`src/rtl/ahb_lite_master.sv`:
```
// Single-outstanding AHB-Lite initiator: valid/ready request in, SINGLE transfers out.
// Optional data-phase watchdog is enabled with `define AHB_LITE_MASTER_TIMEOUT_EN.
module ahb_lite_master #(
    parameter int unsigned AW  = 32,
    parameter int unsigned TMO = 255
) (
    input  logic          hclk,
    input  logic          hresetn,

    input  logic          req_valid,
    output logic          req_ready,
    input  logic [AW-1:0] req_addr,
    input  logic          req_we,
    input  logic [2:0]    req_size,
    input  logic [31:0]   req_wd,

    output logic          rsp_valid,
    output logic [31:0]   rsp_rd,
    output logic          rsp_err,

    output logic [AW-1:0] haddr,
    output logic          hwrite,
    output logic [1:0]    htrans,
    output logic [2:0]    hsize,
    output logic [2:0]    hburst,
    output logic [31:0]   hwdata,
    input  logic [31:0]   hrdata,
    input  logic          hready,
    input  logic [1:0]    hresp
);

    localparam logic [1:0] TransIdle   = 2'b00;
    localparam logic [1:0] TransNonseq = 2'b10;

    typedef enum logic [1:0] {
        StIdle,
        StAddr,
        StData
    } state_e;

    state_e        state_q, state_d;
    logic [AW-1:0] addr_q;
    logic          we_q;
    logic [2:0]    size_q;
    logic [31:0]   wd_q;
    logic          rsp_valid_q, rsp_valid_d;
    logic [31:0]   rsp_rd_q, rsp_rd_d;
    logic          rsp_err_q, rsp_err_d;
    logic          accept;
    logic [2:0]    size_clamped;

    assign accept       = req_valid && (state_q == StIdle);
    // Sizes above a word are not supported by the slaves; clamp to word.
    assign size_clamped = (req_size > 3'd2) ? 3'd2 : req_size;

`ifdef AHB_LITE_MASTER_TIMEOUT_EN
    logic [15:0] cnt_q, cnt_d;
    logic        tmo_hit;
    logic        unused_hresp;

    assign unused_hresp = hresp[1];
    assign tmo_hit      = (32'(cnt_q) + 32'd1) == TMO;

    always_ff @(posedge hclk or negedge hresetn) begin
        if (!hresetn) begin
            cnt_q <= '0;
        end else begin
            cnt_q <= cnt_d;
        end
    end
`else
    logic unused_in;

    assign unused_in = ^{hresp[1], TMO[0]};
`endif

    always_comb begin
        state_d     = state_q;
        rsp_valid_d = 1'b0;
        rsp_rd_d    = rsp_rd_q;
        rsp_err_d   = rsp_err_q;
`ifdef AHB_LITE_MASTER_TIMEOUT_EN
        cnt_d       = cnt_q;
`endif
        unique case (state_q)
            StIdle: begin
                if (req_valid) begin
                    state_d = StAddr;
                end
            end
            StAddr: begin
                if (hready) begin
                    state_d = StData;
`ifdef AHB_LITE_MASTER_TIMEOUT_EN
                    cnt_d   = '0;
`endif
                end
            end
            StData: begin
                if (hready) begin
                    state_d     = StIdle;
                    rsp_valid_d = 1'b1;
                    rsp_rd_d    = we_q ? 32'd0 : hrdata;
                    rsp_err_d   = hresp[0];
                end
`ifdef AHB_LITE_MASTER_TIMEOUT_EN
                else if (tmo_hit) begin
                    // Abandon the stuck transfer; a late slave completion is ignored.
                    state_d     = StIdle;
                    rsp_valid_d = 1'b1;
                    rsp_rd_d    = 32'd0;
                    rsp_err_d   = 1'b1;
                end else begin
                    cnt_d = cnt_q + 16'd1;
                end
`endif
            end
            default: state_d = StIdle;
        endcase
    end

    always_ff @(posedge hclk or negedge hresetn) begin
        if (!hresetn) begin
            state_q     <= StIdle;
            rsp_valid_q <= 1'b0;
            rsp_rd_q    <= '0;
            rsp_err_q   <= 1'b0;
        end else begin
            state_q     <= state_d;
            rsp_valid_q <= rsp_valid_d;
            rsp_rd_q    <= rsp_rd_d;
            rsp_err_q   <= rsp_err_d;
        end
    end

    always_ff @(posedge hclk or negedge hresetn) begin
        if (!hresetn) begin
            addr_q <= '0;
            we_q   <= 1'b0;
            size_q <= '0;
            wd_q   <= '0;
        end else if (accept) begin
            addr_q <= req_addr;
            we_q   <= req_we;
            size_q <= size_clamped;
            wd_q   <= req_wd;
        end
    end

    // Bus outputs come from registers or the state only; no hready/hrdata feedthrough.
    always_comb begin
        req_ready = (state_q == StIdle);
        htrans    = (state_q == StAddr) ? TransNonseq : TransIdle;
        haddr     = addr_q;
        hwrite    = we_q;
        hsize     = size_q;
        hburst    = 3'b000;
        hwdata    = wd_q;
        rsp_valid = rsp_valid_q;
        rsp_rd    = rsp_rd_q;
        rsp_err   = rsp_err_q;
    end

endmodule

```
`config.mk`:
```
export PLATFORM = sky130hd
export DESIGN_NAME = ahb_lite_master
export DESIGN_NICKNAME = d
export VERILOG_FILES = /design/src/rtl/ahb_lite_master.sv
export SDC_FILE = /design/constraint.sdc
export NUM_CORES = 1
export LEC_CHECK = 0
export CAP_MARGIN = 40
export CORE_AREA = 4 4 107 109
export DETAILED_ROUTE_END_ITERATION = 10
export DIE_AREA = 0 0 111 113
export PLACE_DENSITY = 0.8
export SETUP_SLACK_MARGIN = 0.3
export SLEW_MARGIN = 20
export SYNTH_ARGS = -nofsm -noshare
export SYNTH_HDL_FRONTEND = slang
export SYNTH_SLANG_ARGS = --single-unit
```
`constraint.sdc`:
```
create_clock -name hclk -period 1.7 [get_ports hclk]
set_clock_uncertainty 0.05 [all_clocks]
set_input_delay 0.34 -clock hclk [delete_from_list [all_inputs] [get_ports hclk]]
set_output_delay 0.34 -clock hclk [all_outputs]
set_load 0.02 [all_outputs]
```
* After elaboration in Yosys (flattened, before gate mapping)
Cells that the tools add are included.
** Storage, ports and cells
- Bits in registers :: 104
- Output and inout bits :: 108
** Cells by class
- Order comparisons :: 1
- Eq/ne operators :: 5
- Multiplexer cells :: 9
- Reductions and logical operators :: 4
** Operators by type and width (count)
- 2-to-1 mux 32 bit :: 1
- 2-to-1 mux 2 bit :: 4
- != test 2 bit, second input constant :: 3
- case mux 2 bit (3 select lines) :: 1
- > comparator 3 x 2 -> 1 bit, second input constant :: 1
- 2-to-1 mux 3 bit :: 1
- AND reduction 3 bit :: 1
- equality test 2 x 1 -> 1 bit, second input constant :: 1
- equality test 2 bit, second input constant :: 1
- zero test 2 bit :: 1
- 2-to-1 mux 1 bit :: 2
- AND reduction 2 bit :: 1
- logical AND 1 bit :: 1

* Longest topological paths before layout
- Depth after elaboration :: 3
- Mapped depth :: 4
- Gate-level depth less buffers :: 2

* Worst setup path after synthesis
No wires, ideal clock.
- Path kind :: register -> register
- Start point :: reg state_q[0]
- End point :: reg addr_q[24] (netlist: haddr[24])
- Library setup time :: 127 ps
- Arrival :: 1334 ps
- Required time :: 1523 ps
- Setup slack :: 189 ps
- Stages on the path, launching flop included :: 5
- Path buffers :: 2
- Path through :: dfrtp_1 -> nor3b_2 -> buf_4 -> buf_6 -> mux2_1
** Between the ends
- Word-level cells in the longest chain between the ends :: 2
** RTL lines
- start, declared :: line 41 : state_e state_q, state_d;
- start signal, assigned :: line 124 : state_q <= StIdle;
- start signal, assigned :: line 129 : state_q <= state_d;
- zero test 2 bit :: line 52 : assign accept = req_valid && (state_q == StIdle);
- logical AND 1 bit :: line 52
- end signal, assigned :: line 143 : addr_q <= req_addr;
- end, declared :: line 42 : logic [AW-1:0] addr_q;
No other way between the ends.
A chain may end at the register's enable or synchronous reset.

* Final worst setup path
- Start point :: reg state_q[0]
- End point :: reg rsp_rd_q[5] (netlist: rsp_rd[5])
** Between the ends
- Word-level cells in the longest chain between the ends :: 2
** RTL lines
- equality test 2 bit :: line 85 : unique case (state_q)
- AND reduction 2 bit (no source line)
- end signal, assigned :: line 131 : rsp_rd_q <= rsp_rd_d;
- end, declared :: line 47 : logic [31:0] rsp_rd_q, rsp_rd_d;
No other way between the ends.

==> results by group <==
Synthesis
  • Synth Area in XOR/XNOR: 0%
  • Mux cell area share after synthesis: 27.2%
  • Area fraction in compound gates after synthesis: 0.363%
  • Yosys warning count: 0
  • Most common cell in the netlist: dfrtp_1
  • Post-synth top area cell: dfrtp_1
  • Cells after synthesis: 267
  • Main combinational cell family by area after synthesis: multiplexers
  • Part of the Yosys area used for sequential elements: 63.0%
  • Post-Synth Adder-Cell Area: 0%
  • Post-Synth Simple-Gate Area: 6.20%
  • Syn_area_per_cell: 15.5 um2
  • Most used DFF post-synth: dfrtp_1
  • Post-synth EDFFs: 0
  • Count of unique library cells instantiated by Yosys: 16
  • FFs w/ async S/R, synth: 100%
  • Mapped cell area: 4130 um2
  • Register bit total from synthesis: 104
  • Synth cell count leaders: 104 x dfrtp_1, 63 x mux2_2, 36 x mux2_1
  • Synth area leaders: dfrtp_1 63%, mux2_2 17%, mux2_1 9.8%
  • Share of the synthesized area in the top cell type: 63.0%

Layout
  • Filler instances: 871
  • Fin util: 59.5%
  • Ant. Diodes: 0
  • Share of layout cells above drive strength 1: 43.1%
  • Layout area overhead: 52.7%
  • Nets@finish: 598

Detailed routing
  • Routed len/inst: 16.9 um
  • Post-DR vias/cell: 4.62
  • Drt initial violations: 67
  • Routed Antenna Nets: 0
  • DRC errors left: 0
  • DR vias: 2,940
  • Routed wire length: 10,800 um
  • Pre-Repair DR Iteration Count: 4

Timing
  • Hold Fails Final Rpt: 0
  • Hold WS: 0.388 ns
  • Endpoints failing setup: 0
  • Fmax: 638 MHz
  • Fin crit period: 1.57 ns
  • Period utilisation layout: 92.3%
  • RSZ-0062 raised after global routing: yes
  • Setup ws final: 0.132 ns
  • Final slew viol count: 0

Critical path
  • Critical Path, Cell by Cell: buf_4 -> and3b_2 -> buf_6 -> mux2_1
  • Crit path DAT: 1.76 ns
  • Slowest CP cell: dfrtp_2
  • CP Data Required Time: 1.90 ns
  • CP max stage delay: 0.45 ns
  • CP Class: reg -> reg
  • RR Startpoint: state_q[0]
  • CP endpoint kind: register
  • Worst r2r dst: rsp_rd[5]
  • CP Launch Point: state_q[0]
  • Worst reg2reg setup slack: 0.13 ns
  • R2R depth: 4
  • Worst setup SP type: register
  • Critical-path maximum fanout: 12

Floorplanning
  • IO Count: 214
  • Chip Width: 111 um
  • Row count: 38
  • Die height: 113 um
  • Die area: 12,500 um2
  • Core area: 10,600 um2
  • Initial Util: 39.0%

Placement
  • I/O Buffers: 208
  • Post-DP HPWL: 7880 um
  • Setup WS pre-CTS: -0.223 ns
  • Final weighted congestion in routability-driven placement: 0.815

Pwr
  • Sw Pwr: 4360 uW
  • Leak: 0.00295 uW
  • VDD IR max: 0.899 mV
  • Cell internal pwr: 6900 uW
  • Sequential Power Share: 37.1%
  • Switching fraction of total power: 38.7%
  • Clock power frac: 13.1%
  • Combinational power share: 49.8%
  • PwrDens: 1780 nW/um2

Worst hold path
  • Hold Crit Class: in -> async

Clock network
  • H-tree depth: 3
  • Worst skew pair latency: 0.35 ns
  • Root buffer cell: clkbuf_8
  • CTS Sinks: 104
  • CTS clk-pin slew, worst paths: 0.09 ns
  • Clk buf depth: 2
  • CTS Buf Count: 9
  • TritonCTS clock tree: yes

Global route
  • All-Layer GR Usage: 17.6%
  • Total congestion overflow: 0
  • Initial antenna violation count: 0
  • Largest net degree at the start of global routing: 44
  • First-pass GRT wire length: 17,400 um
  • Vias in the first global route: 3,327

Flow run
  • Max-Cap Viols: 0

Status
  • Status: finished, final reports clean
-- cell usage in the layout (no fill, tap or decap) --
| cell | instances |
|---|---|
| nor2b_1 | 33 |
| dlygate4sd3_1 | 1 |
| buf_8 | 1 |
| bufinv_16 | 1 |
| conb_1 | 4 |
| nor2_1 | 1 |
| nor3b_4 | 1 |
| clkinv_2 | 3 |
| nor2b_4 | 1 |
| buf_12 | 4 |
| dfrtp_2 | 2 |
| mux2_2 | 63 |
| buf_4 | 8 |
| nor2_4 | 1 |
| buf_16 | 4 |
| dfrtp_1 | 102 |
| mux2i_1 | 1 |
| nor3b_1 | 2 |
| inv_1 | 2 |
| clkbuf_8 | 9 |
| buf_6 | 6 |
| buf_2 | 102 |
| a21o_1 | 2 |
| mux2_4 | 7 |
| clkdlybuf4s50_1 | 103 |
| clkbuf_1 | 3 |
| mux2_1 | 29 |
| and3b_2 | 1 |
-- cells by family (layout without fill, tap and decap cells) --
logic type             count (synthesis)  in the layout
DFF                                  104            104
buffers and inverters                 20            247
other                                  1              4
muxes                                100            100
AOI/OAI and AO/OA                      2              2
and+or+nand+nor                       40             40
-- per-stage QoR --
step           std cells  TNS, ns  total power (uW)  instance area, um2
2_1_floorplan        270        0              7470                4180
3_3_place_gp         610   -16.68             10400                6430
3_5_place_dp         610   -16.41             10600                6430
4_1_cts              636        0             11400                6300
5_1_grt              637        0             12000                6310
6_report             637        0             11300                6310
-- state kept, by name, indices dropped and copies added, names as in the netlist --
register and cells:
haddr 32, hwdata 32, rsp_valid 1, hsize 3, hwrite 1, state_q 2, rsp_rd 32, rsp_err 1
-- power groups by stage --
| stage | registers [uW] | clock network (uW) | logic, uW |
|---|---|---|---|
| after global placement | 4190 | 0 | 6240 |
| after floorplan | 5620 | 0 | 1850 |
| final | 4170 | 1470 | 5610 |
| after CTS | 4190 | 1520 | 5680 |
| after global routing | 4340 | 1640 | 5990 |
| after detailed placement | 4270 | 0 | 6330 |
-- how the worst max path moves through the flow --
stage / to / depth (start not counted)
after global routing: hwdata[23] / 4
after floorplan: haddr[24] / 4
after global placement: hwdata[0] / 4
final: rsp_rd[5] / 4
after detailed placement: hwdata[23] / 4
after CTS: req_ready / 3
-- layout make-up --
class	instances	area [um2]	share of cell area (%)
repair buffers	229	1880	29.9
multi-input cells	146	1460	23.1
well taps	140	175	2.78
inverters	2	7.51	0.119
clock inverters	4	45.0	0.714
clock buffers	12	135	2.14
flip-flops and latches	104	2610	41.3
-- worst max-delay path: cells and delay by family (launching register included) --
kind                   cells  cell delay [ns]
flip-flops                 1             0.45
AND/OR/NAND/NOR            1             0.29
multiplexers               1             0.34
buffers and inverters      2             0.33
-- layer usage --
metal / GRT usage, % / routed length (um) / vias to the layer above
li1: - / - / 1348
met1: 19.5 / 4080 / 1459
met2: 30.9 / 5540 / 122
met3: 7.06 / 999 / 11
met4: 5.91 / 139 / 0
met5: 0 / 0 / -
-- repair_timing --
action,in CTS,in global routing
cloned,3,0
endpoints found under the hold margin,25,0
pin swaps,1,0
setup endpoints to repair,203,103
buffers inserted,6,1
resized for setup,434,3
hold buffers,1,0
No activity file was read; power rests on OpenSTA's default activity.
